--- src/rtl/comparator_pkg.sv ---
// Shared types and helpers for the chunked sequential comparator.
// Holds the comparison-mode encoding, FSM states and result mapping.
package comparator_pkg;

  typedef enum logic [2:0] {
    CMP_EQ  = 3'd0,
    CMP_NE  = 3'd1,
    CMP_LT  = 3'd2,
    CMP_LTU = 3'd3,
    CMP_GE  = 3'd4,
    CMP_GEU = 3'd5
  } cmp_mode_t;

  typedef enum logic [1:0] {
    ST_IDLE = 2'd0,
    ST_BUSY = 2'd1,
    ST_DONE = 2'd2
  } cmp_state_t;

  // Signed modes only change how the top chunk is compared.
  function automatic logic is_signed_mode(
    input logic [2:0] m
  );
    return (m == CMP_LT) || (m == CMP_GE);
  endfunction

  // Map final equal/less-than flags onto the requested mode.
  // Codes 6 and 7 are unassigned and always report false.
  function automatic logic cmp_result(
    input logic [2:0] m,
    input logic       eq,
    input logic       lt
  );
    logic r;
    case (m)
      CMP_EQ:  r = eq;
      CMP_NE:  r = ~eq;
      CMP_LT:  r = lt;
      CMP_LTU: r = lt;
      CMP_GE:  r = ~lt;
      CMP_GEU: r = ~lt;
      default: r = 1'b0;
    endcase
    return r;
  endfunction

endpackage

--- src/rtl/comparator_chunk.sv ---
// Combinational W-bit chunk comparator.
// Reports equality plus unsigned and signed less-than.
module comparator_chunk #(
  parameter int W = 8
) (
  input  logic [W-1:0] a_i,
  input  logic [W-1:0] b_i,
  output logic         eq_o,
  output logic         ltu_o,
  output logic         lts_o
);

  assign eq_o  = (a_i == b_i);
  assign ltu_o = (a_i < b_i);
  assign lts_o = ($signed(a_i) < $signed(b_i));

endmodule

--- src/rtl/comparator_seq.sv ---
// Sequential comparator: walks W-bit chunks LSB first, one per cycle.
// Valid/ready on both sides, one operation in flight at a time.
module comparator_seq
  import comparator_pkg::*;
#(
  parameter int N = 32,
  parameter int W = 8
) (
  input  logic         clk,
  input  logic         rst_n,
  input  logic         in_valid,
  output logic         in_ready,
  input  logic [N-1:0] a,
  input  logic [N-1:0] b,
  input  logic [2:0]   mode,
  output logic         out_valid,
  input  logic         out_ready,
  output logic         out
);

  localparam int K  = N / W;
  localparam int IW = (K > 1) ? $clog2(K) : 1;
  localparam logic [IW-1:0] LAST = IW'(K - 1);

  cmp_state_t    state_q;
  logic [N-1:0]  a_q;
  logic [N-1:0]  b_q;
  logic [2:0]    mode_q;
  logic [IW-1:0] idx_q;
  logic          eq_q;
  logic          lt_q;
  logic          out_q;

  logic [W-1:0]  ca;
  logic [W-1:0]  cb;
  logic          ch_eq;
  logic          ch_ltu;
  logic          ch_lts;
  logic          ch_lt;
  logic          is_msb;
  logic          eq_d;
  logic          lt_d;

  // Select the current chunk of both held operands.
  always_comb begin
    ca = '0;
    cb = '0;
    for (int k = 0; k < K; k++) begin
      if (idx_q == IW'(k)) begin
        ca = a_q[k*W +: W];
        cb = b_q[k*W +: W];
      end
    end
  end

  comparator_chunk #(
    .W (W)
  ) u_chunk (
    .a_i   (ca),
    .b_i   (cb),
    .eq_o  (ch_eq),
    .ltu_o (ch_ltu),
    .lts_o (ch_lts)
  );

  assign is_msb = (idx_q == LAST);
  assign ch_lt  = (is_msb && is_signed_mode(mode_q))
                ? ch_lts : ch_ltu;

  // Fold this chunk into the running flags.
  always_comb begin
    eq_d = eq_q & ch_eq;
    lt_d = ch_lt | (ch_eq & lt_q);
  end

  // Control FSM with operand, accumulator and result registers.
  always_ff @(posedge clk) begin
    if (!rst_n) begin
      state_q <= ST_IDLE;
      a_q     <= '0;
      b_q     <= '0;
      mode_q  <= '0;
      idx_q   <= '0;
      eq_q    <= 1'b0;
      lt_q    <= 1'b0;
      out_q   <= 1'b0;
    end else begin
      unique case (state_q)
        ST_IDLE: begin
          if (in_valid) begin
            a_q     <= a;
            b_q     <= b;
            mode_q  <= mode;
            idx_q   <= '0;
            eq_q    <= 1'b1;
            lt_q    <= 1'b0;
            state_q <= ST_BUSY;
          end
        end
        ST_BUSY: begin
          eq_q <= eq_d;
          lt_q <= lt_d;
          if (is_msb) begin
            out_q   <= cmp_result(mode_q, eq_d, lt_d);
            state_q <= ST_DONE;
          end else begin
            idx_q <= idx_q + IW'(1);
          end
        end
        ST_DONE: begin
          if (out_ready) begin
            out_q   <= 1'b0;
            state_q <= ST_IDLE;
          end
        end
        default: state_q <= ST_IDLE;
      endcase
    end
  end

  assign in_ready  = (state_q == ST_IDLE);
  assign out_valid = (state_q == ST_DONE);
  assign out       = out_q;

endmodule

--- config.mk ---
export PLATFORM = sky130hd
export DESIGN_NAME = comparator_seq
export DESIGN_NICKNAME = d
export VERILOG_FILES = /design/src/rtl/comparator_pkg.sv /design/src/rtl/comparator_chunk.sv /design/src/rtl/comparator_seq.sv
export SDC_FILE = /design/constraint.sdc
export NUM_CORES = 1
export LEC_CHECK = 0
export CORE_ASPECT_RATIO = 0.75
export CORE_MARGIN = 8
export CORE_UTILIZATION = 30
export CTS_CLUSTER_SIZE = 10
export DETAILED_ROUTE_END_ITERATION = 12
export REMOVE_ABC_BUFFERS = 1
export SETUP_SLACK_MARGIN = 0.4
export SLEW_MARGIN = 20
export SYNTH_ARGS = -nofsm -noshare
export SYNTH_HDL_FRONTEND = slang
export SYNTH_SLANG_ARGS = --single-unit
--- constraint.sdc ---
create_clock -name clk -period 4 [get_ports clk]
set_input_delay 0.4 -clock clk [delete_from_list [all_inputs] [get_ports clk]]
set_output_delay 0.4 -clock clk [all_outputs]
set_load 0.1 [all_outputs]
# Word-level counts from Yosys, hierarchy flattened
# Index checks and enable logic that the tools add are counted.
dict set report word_totals {
  ff_bits 74
  out_inout_bits 3
  inputBits 71
  word_cells 69
}
dict set report classes {
  n_eq_ne 15
  muxes 24
  add_sub_neg 1
  reduce_logical 14
  n_lt_le_gt_ge 2
  bitwise 5
}
# cell n
set op_table {}
lappend op_table {{8-bit two-way mux} 8}
lappend op_table {{8-bit less-than comparator} 2}
lappend op_table {{2-bit two-way mux} 5}
lappend op_table {{3-bit AND reduction} 3}
lappend op_table {{8-bit == test} 1}
lappend op_table {{2-bit == test, second input constant} 3}
lappend op_table {{3-bit by 2-bit == test with 1-bit output, second input constant} 2}
lappend op_table {{3-bit == test, second input constant} 2}
lappend op_table {{2-bit != test, second input constant} 3}
lappend op_table {{1-bit one-hot mux with 2 select lines} 3}
lappend op_table {{2-bit one-hot mux with 3 select lines} 1}
lappend op_table {{1-bit two-way mux} 5}
lappend op_table {{2-bit by 1-bit == test with 1-bit output, second input constant} 2}
lappend op_table {{2-bit logical NOT} 2}
lappend op_table {{1-bit one-hot mux with 4 select lines} 1}
lappend op_table {{2-bit one-hot mux with 2 select lines} 1}
lappend op_table {{2-bit AND reduction} 2}
lappend op_table {{2-bit nonzero test} 2}
lappend op_table {{2-bit OR reduction} 2}
lappend op_table {{3-bit by 1-bit == test with 1-bit output, second input constant} 1}
lappend op_table {{3-bit logical NOT} 1}
lappend op_table {{2-bit by 1-bit adder with 2-bit output, second input constant} 1}
lappend op_table {{1-bit AND} 2}
lappend op_table {{2-bit by 1-bit != test with 1-bit output, second input constant} 1}
lappend op_table {{4 further kinds} 5}

# Logic depth before layout (Yosys ltp)
dict set report depth {
  ltp_word 12
  ltp_mapped 17
  depth_no_buf 15
}

# By module
# A second synthesis with hierarchy kept.
dict set report unflattened {
  cells_unflattened 489
  hier_area_um2 3555.9
}
# mod area_per_inst_um2 seq_area_each_um2 instances cells_per_inst
set by_module_without_submodules {}
lappend by_module_without_submodules {comparator_seq 3323.2 1481.4 1 454}
lappend by_module_without_submodules {comparator_chunk 232.7 0.0 1 35}

# Worst setup path before layout
# No wires, ideal clock.
dict set report synth_path {
  path_type {reg2reg}
  from {reg idx_q[0]}
  to {reg out_q (netlist: out)}
  path_buffers 2
  period_less_slack_ps 2802
  t_required_ps 3873
  setup_time_ps 127
  slack_ps 1198
  path_stages_with_launch 15
  arrival_time_ps 2674
  path_cell_list {dfxtp_1 > inv_1 > ha_1 > clkbuf_1 > clkbuf_1 > nand2_1 > nor2_1 > a21oi_1 > o21ai_0 > mux2i_1 > ha_1 > or4_4 > o211ai_2 > mux2i_1 > a211oi_2}
}
dict set report synth_via {
  elab_chain_len 12
  elab_cells_between_ends 27
  classes_between {2 x order compare; 5 x eq/ne; 12 x mux; 5 x bitwise; 3 x reduce/logical}
}
# element line
set synth_lines {}
lappend synth_lines {{start, declared} comparator_seq.sv:29} ;# logic [IW-1:0] idx_q;
lappend synth_lines {{start signal, assigned} comparator_seq.sv:107} ;# idx_q <= idx_q + IW'(1);
lappend synth_lines {{2-bit logical NOT} comparator_seq.sv:49} ;# if (idx_q == IW'(k)) begin
lappend synth_lines {{8-bit two-way mux (4 in series)} comparator_seq.sv:49}
lappend synth_lines {{8-bit less-than comparator, or another cell as far along} comparator_chunk.sv:14} ;# assign ltu_o = (a_i < b_i);
lappend synth_lines {{1-bit two-way mux or 1-bit AND (tied branches)} {comparator_seq.sv:68, comparator_seq.sv:73}}
lappend synth_lines {{1-bit bitwise OR} comparator_seq.sv:73} ;# lt_d = ch_lt | (ch_eq & lt_q);
lappend synth_lines {{1-bit inverter} {comparator_pkg.sv:40, comparator_pkg.sv:41}}
lappend synth_lines {{1-bit one-hot mux with 4 select lines} comparator_pkg.sv:35} ;# case (m)
lappend synth_lines {{1-bit two-way mux} comparator_seq.sv:103} ;# if (is_msb) begin
lappend synth_lines {{1-bit one-hot mux with 2 select lines} comparator_seq.sv:88} ;# unique case (state_q)
lappend synth_lines {{end signal, assigned} comparator_seq.sv:104} ;# out_q <= cmp_result(mode_q, eq_d, lt_d);
lappend synth_lines {{end, declared} comparator_seq.sv:32} ;# logic out_q;
# Several ways; a longest one is shown, not always the timed one. The select of a mux whose other input is x is not followed.
# A chain may end at the register's enable or synchronous reset.

# Worst setup path in the final report
# Same ends and word-level chain as after synthesis.

==> flow_metrics.py <==
metrics = {
    "critical_path": {
        "register_to_register_setup_slack_ns": 0.94,
        "start_kind": "flip-flop",
        "criticalPathCategory": "reg -> reg",
        "cp.required_ns": 4.21,
        "crit_path_end_kind": "flip-flop",
        "timing.rr.end": "out$_SDFFE_PN0P_",
        "arrival_ns": 3.27,
        "timing.critical_path.fanout_max": 32,
        "r2r-start": "idx_q[0]$_SDFFE_PN0P_",
        "worst_r2r_path_depth": 10,
    },
    "floorplan": {
        "core_sq_um": 11700,
        "floorplan.initialDensity_pct": 30.9,
        "rows": 34,
        "io_pins": 74,
        "die_width_um": 143,
        "total_die_area_sq_um": 15800,
        "die_h_um": 111,
    },
    "clocking": {
        "ctsLongestPathBuffers": 2,
        "post_cts.resized_instances": 0,
        "tritoncts": "built",
        "cts.reportedPaths.clkPinSlew_ns": 0.05,
        "cts_hold_repair.buffers": 0,
        "htreeDepth": 3,
        "cts.repair_timing.setup_buffer_count": 0,
        "clkSinkCount": 74,
        "cts_inserted_buffers": 9,
        "clk_latency_ns": 0.33,
        "root_buffer": "clkbuf_16",
    },
    "route": {
        "dr_wl_met2_mm": 3.95,
        "detail_route.first_pass.iterations": 5,
        "routed_wire_length_per_instance_um": 13.3,
        "vias": 3196,
        "met1Wirelength_mm": 4.62,
        "route.top_layer_used": "met4",
        "detailedRoute.firstIterationViolations": 169,
        "detail_route.vias_per_cell": 4.58,
        "met3_length_um": 531,
        "ant_nets": 0,
        "totalWireLength_mm": 9.28,
        "remaining_drc_errors": 0,
    },
    "outcome": {
        "run_status": "completed",
    },
    "power": {
        "powerDensity_nw_per_um2": 389,
        "power_leakage_uw": 0.00177,
        "peakVddDrop_v": 0.000220,
    },
    "synth": {
        "synth_adder_area_share_pct": 4.17,
        "post_synth_instance_area_sq_um": 3600,
        "ys_seq_area_share_pct": 41.1,
        "synth_top_area_share_pct": 41.1,
        "synth.mux.area_fraction_pct": 2.78,
        "synthDistinctLibCells": 30,
        "synth-compound-area-share_pct": 23.2,
        "synth_largest_area_cell": "dfxtp_1",
        "synthesis.instances": 480,
        "post-synth-top-count-cell": "nand2_1",
        "netlist_top_cells_area": "dfxtp_1, nand2_1, a21boi_0",
        "synth-main-ff-cell": "dfxtp_1",
        "synth_xor_area_share_pct": 0.486,
        "yosysWarningCount": 0,
        "main_combinational_cell_family_by_area_after_synthesis": "simple AND/OR/NAND/NOR gates",
        "synth_common_cells": "nand2_1, dfxtp_1, a21boi_0",
        "ys_ff_latch": 74,
        "synthesis.area_per_instance_sq_um": 7.50,
        "synth_edf_count": 0,
        "simple_gate_fraction_of_synth_area_pct": 24.3,
        "async_reset_ff_share_pct": 0,
    },
    "min_path": {
        "timing.hold.worst_path_depth": 2,
        "hold_path_end": "a_q[21]$_SDFFE_PN0P_",
        "worst_hold_startpoint": "a_q[21]$_SDFFE_PN0P_",
        "hp-class": "reg -> reg",
    },
    "global_routing": {
        "antenna_found_initial": 0,
        "largest_net_degree_at_the_start_of_global_routing": 75,
        "globalRouteOverflowTotal": 0,
        "grt_pass1_vias": 3203,
        "groute.usage.overall_pct": 12.3,
        "grt_first_pass_wirelength_mm": 15.5,
    },
    "timing": {
        "drv_slew": 0,
        "timing.final.setup_violations": 0,
        "fmax_mhz": 327,
        "worstMarginPinSlew_ns": 1.05,
        "finalCritPeriodShare_pct": 76.5,
        "final.min_clock_period_ns": 3.06,
        "hold_slack_ns": 0.468,
        "relSlewSlack_pct": 30.3,
        "setup_repair_after_global_routing_missed_its_margin": "false",
        "final-hold-violation-count": 0,
        "timing.clock.skew_ns": 0.00687,
        "setup_tns_ns": 0,
    },
    "placed_design": {
        "detailedPlacementHpwl_mm": 6.72,
        "count_of_port_buffers_added_during_placement": 73,
        "place_congestion": 0.769,
    },
    "cells_and_area": {
        "fillerInstances": 1244,
        "number_of_diodes": 0,
        "net_count_final": 618,
        "syn_to_final_growth_pct": 30.5,
        "area.sequential_sq_um": 1480,
        "layout-drive-gt1-share_pct": 4.29,
        "multi_input_comb_area_sq_um": 1980,
    },
    "run": {
        "timing.max_cap.violations": 0,
    },
}
[final cells by class]
| type | count | share of cell area (%) |
|---|---|---|
| clock buffer | 12 | 5.67 |
| inverter | 3 | 0.240 |
| multi-input combinational | 370 | 42.2 |
| sequential | 74 | 31.5 |
| tap | 162 | 4.31 |
| timing repair buffer | 77 | 16.1 |
[registers in the layout, indices dropped and copies added, names as in the netlist]
name	count
b_q	32
eq_q	1
mode_q	3
a_q	32
lt_q	1
state_q	2
out	1
idx_q	2
[cell families after synthesis]
logic type / Yosys count
flip-flops: 74
XOR/XNOR: 2
adder cells (fa/ha/maj): 12
AND/OR/NAND/NOR: 220
AO/OA/AOI/OAI: 126
multiplexers: 10
buffers and inverters: 36
[metal layers]
metal | vias up | GRT usage [%]
li1 | 1689 | -
met1 | 1422 | 15.4
met2 | 68 | 18.3
met3 | 17 | 5.08
met4 | 0 | 4.31
met5 | - | 0
[placed cells by master (no fill, tap or decap), types with 4 or more instances in the layout]
cell type,n
nand2_1,172
buf_4,4
a21boi_0,68
dfxtp_1,74
a21oi_1,31
ha_1,12
clkdlybuf4s50_1,72
clkbuf_16,9
nor2b_1,7
mux2i_1,10
o21ai_0,18
nor2_1,29
[power by group]
group          switching, uW  internal, uW  leakage, uW
sequential              27.0           781     0.000607
clock                    276           456     0.000132
combinational            146           141      0.00103
total                    449          1380      0.00177
[how the worst max path moves through the flow]
stage,startpoint,end,slack (ns),cells after the start
finish,idx_q[0]$_SDFFE_PN0P_,out$_SDFFE_PN0P_,0.94,10
global route,idx_q[0]$_SDFFE_PN0P_,out$_SDFFE_PN0P_,0.62,14
CTS,idx_q[0]$_SDFFE_PN0P_,out$_SDFFE_PN0P_,0.91,10
detailed placement,idx_q[0]$_SDFFE_PN0P_,out$_SDFFE_PN0P_,0.93,10
global placement,idx_q[0]$_SDFFE_PN0P_,out$_SDFFE_PN0P_,0.98,10
floorplan,state_q[0]$_SDFFE_PN0P_,lt_q$_SDFFE_PN0P_,0.30,4
[worst max-delay path, stage by stage (launching register included)]
cell	delay (ns)
dfxtp_1	0.35
inv_1	0.10
ha_1	0.80
nor2_1	0.11
a21oi_1	0.13
o21ai_0	0.10
ha_1	0.36
or4_4	0.56
o211ai_2	0.08
mux2i_1	0.24
a211oi_2	0.09
[stage by stage]
step / area [sq um] / worst slack [ns] / cells / total power, uW / utilization (%)
2_1_floorplan: 3470 / 0.301 / 447 / 978 / -
3_3_place_gp: 4430 / 0.984 / 686 / 1110 / 38.0
3_5_place_dp: 4430 / 0.934 / 686 / 1110 / 38.0
4_1_cts: 4700 / 0.910 / 698 / 1850 / 40.3
5_1_grt: 4700 / 0.617 / 698 / 1930 / 40.3
6_report: 4700 / 0.941 / 698 / 1830 / 40.3
(Power assumes the default switching activity.)
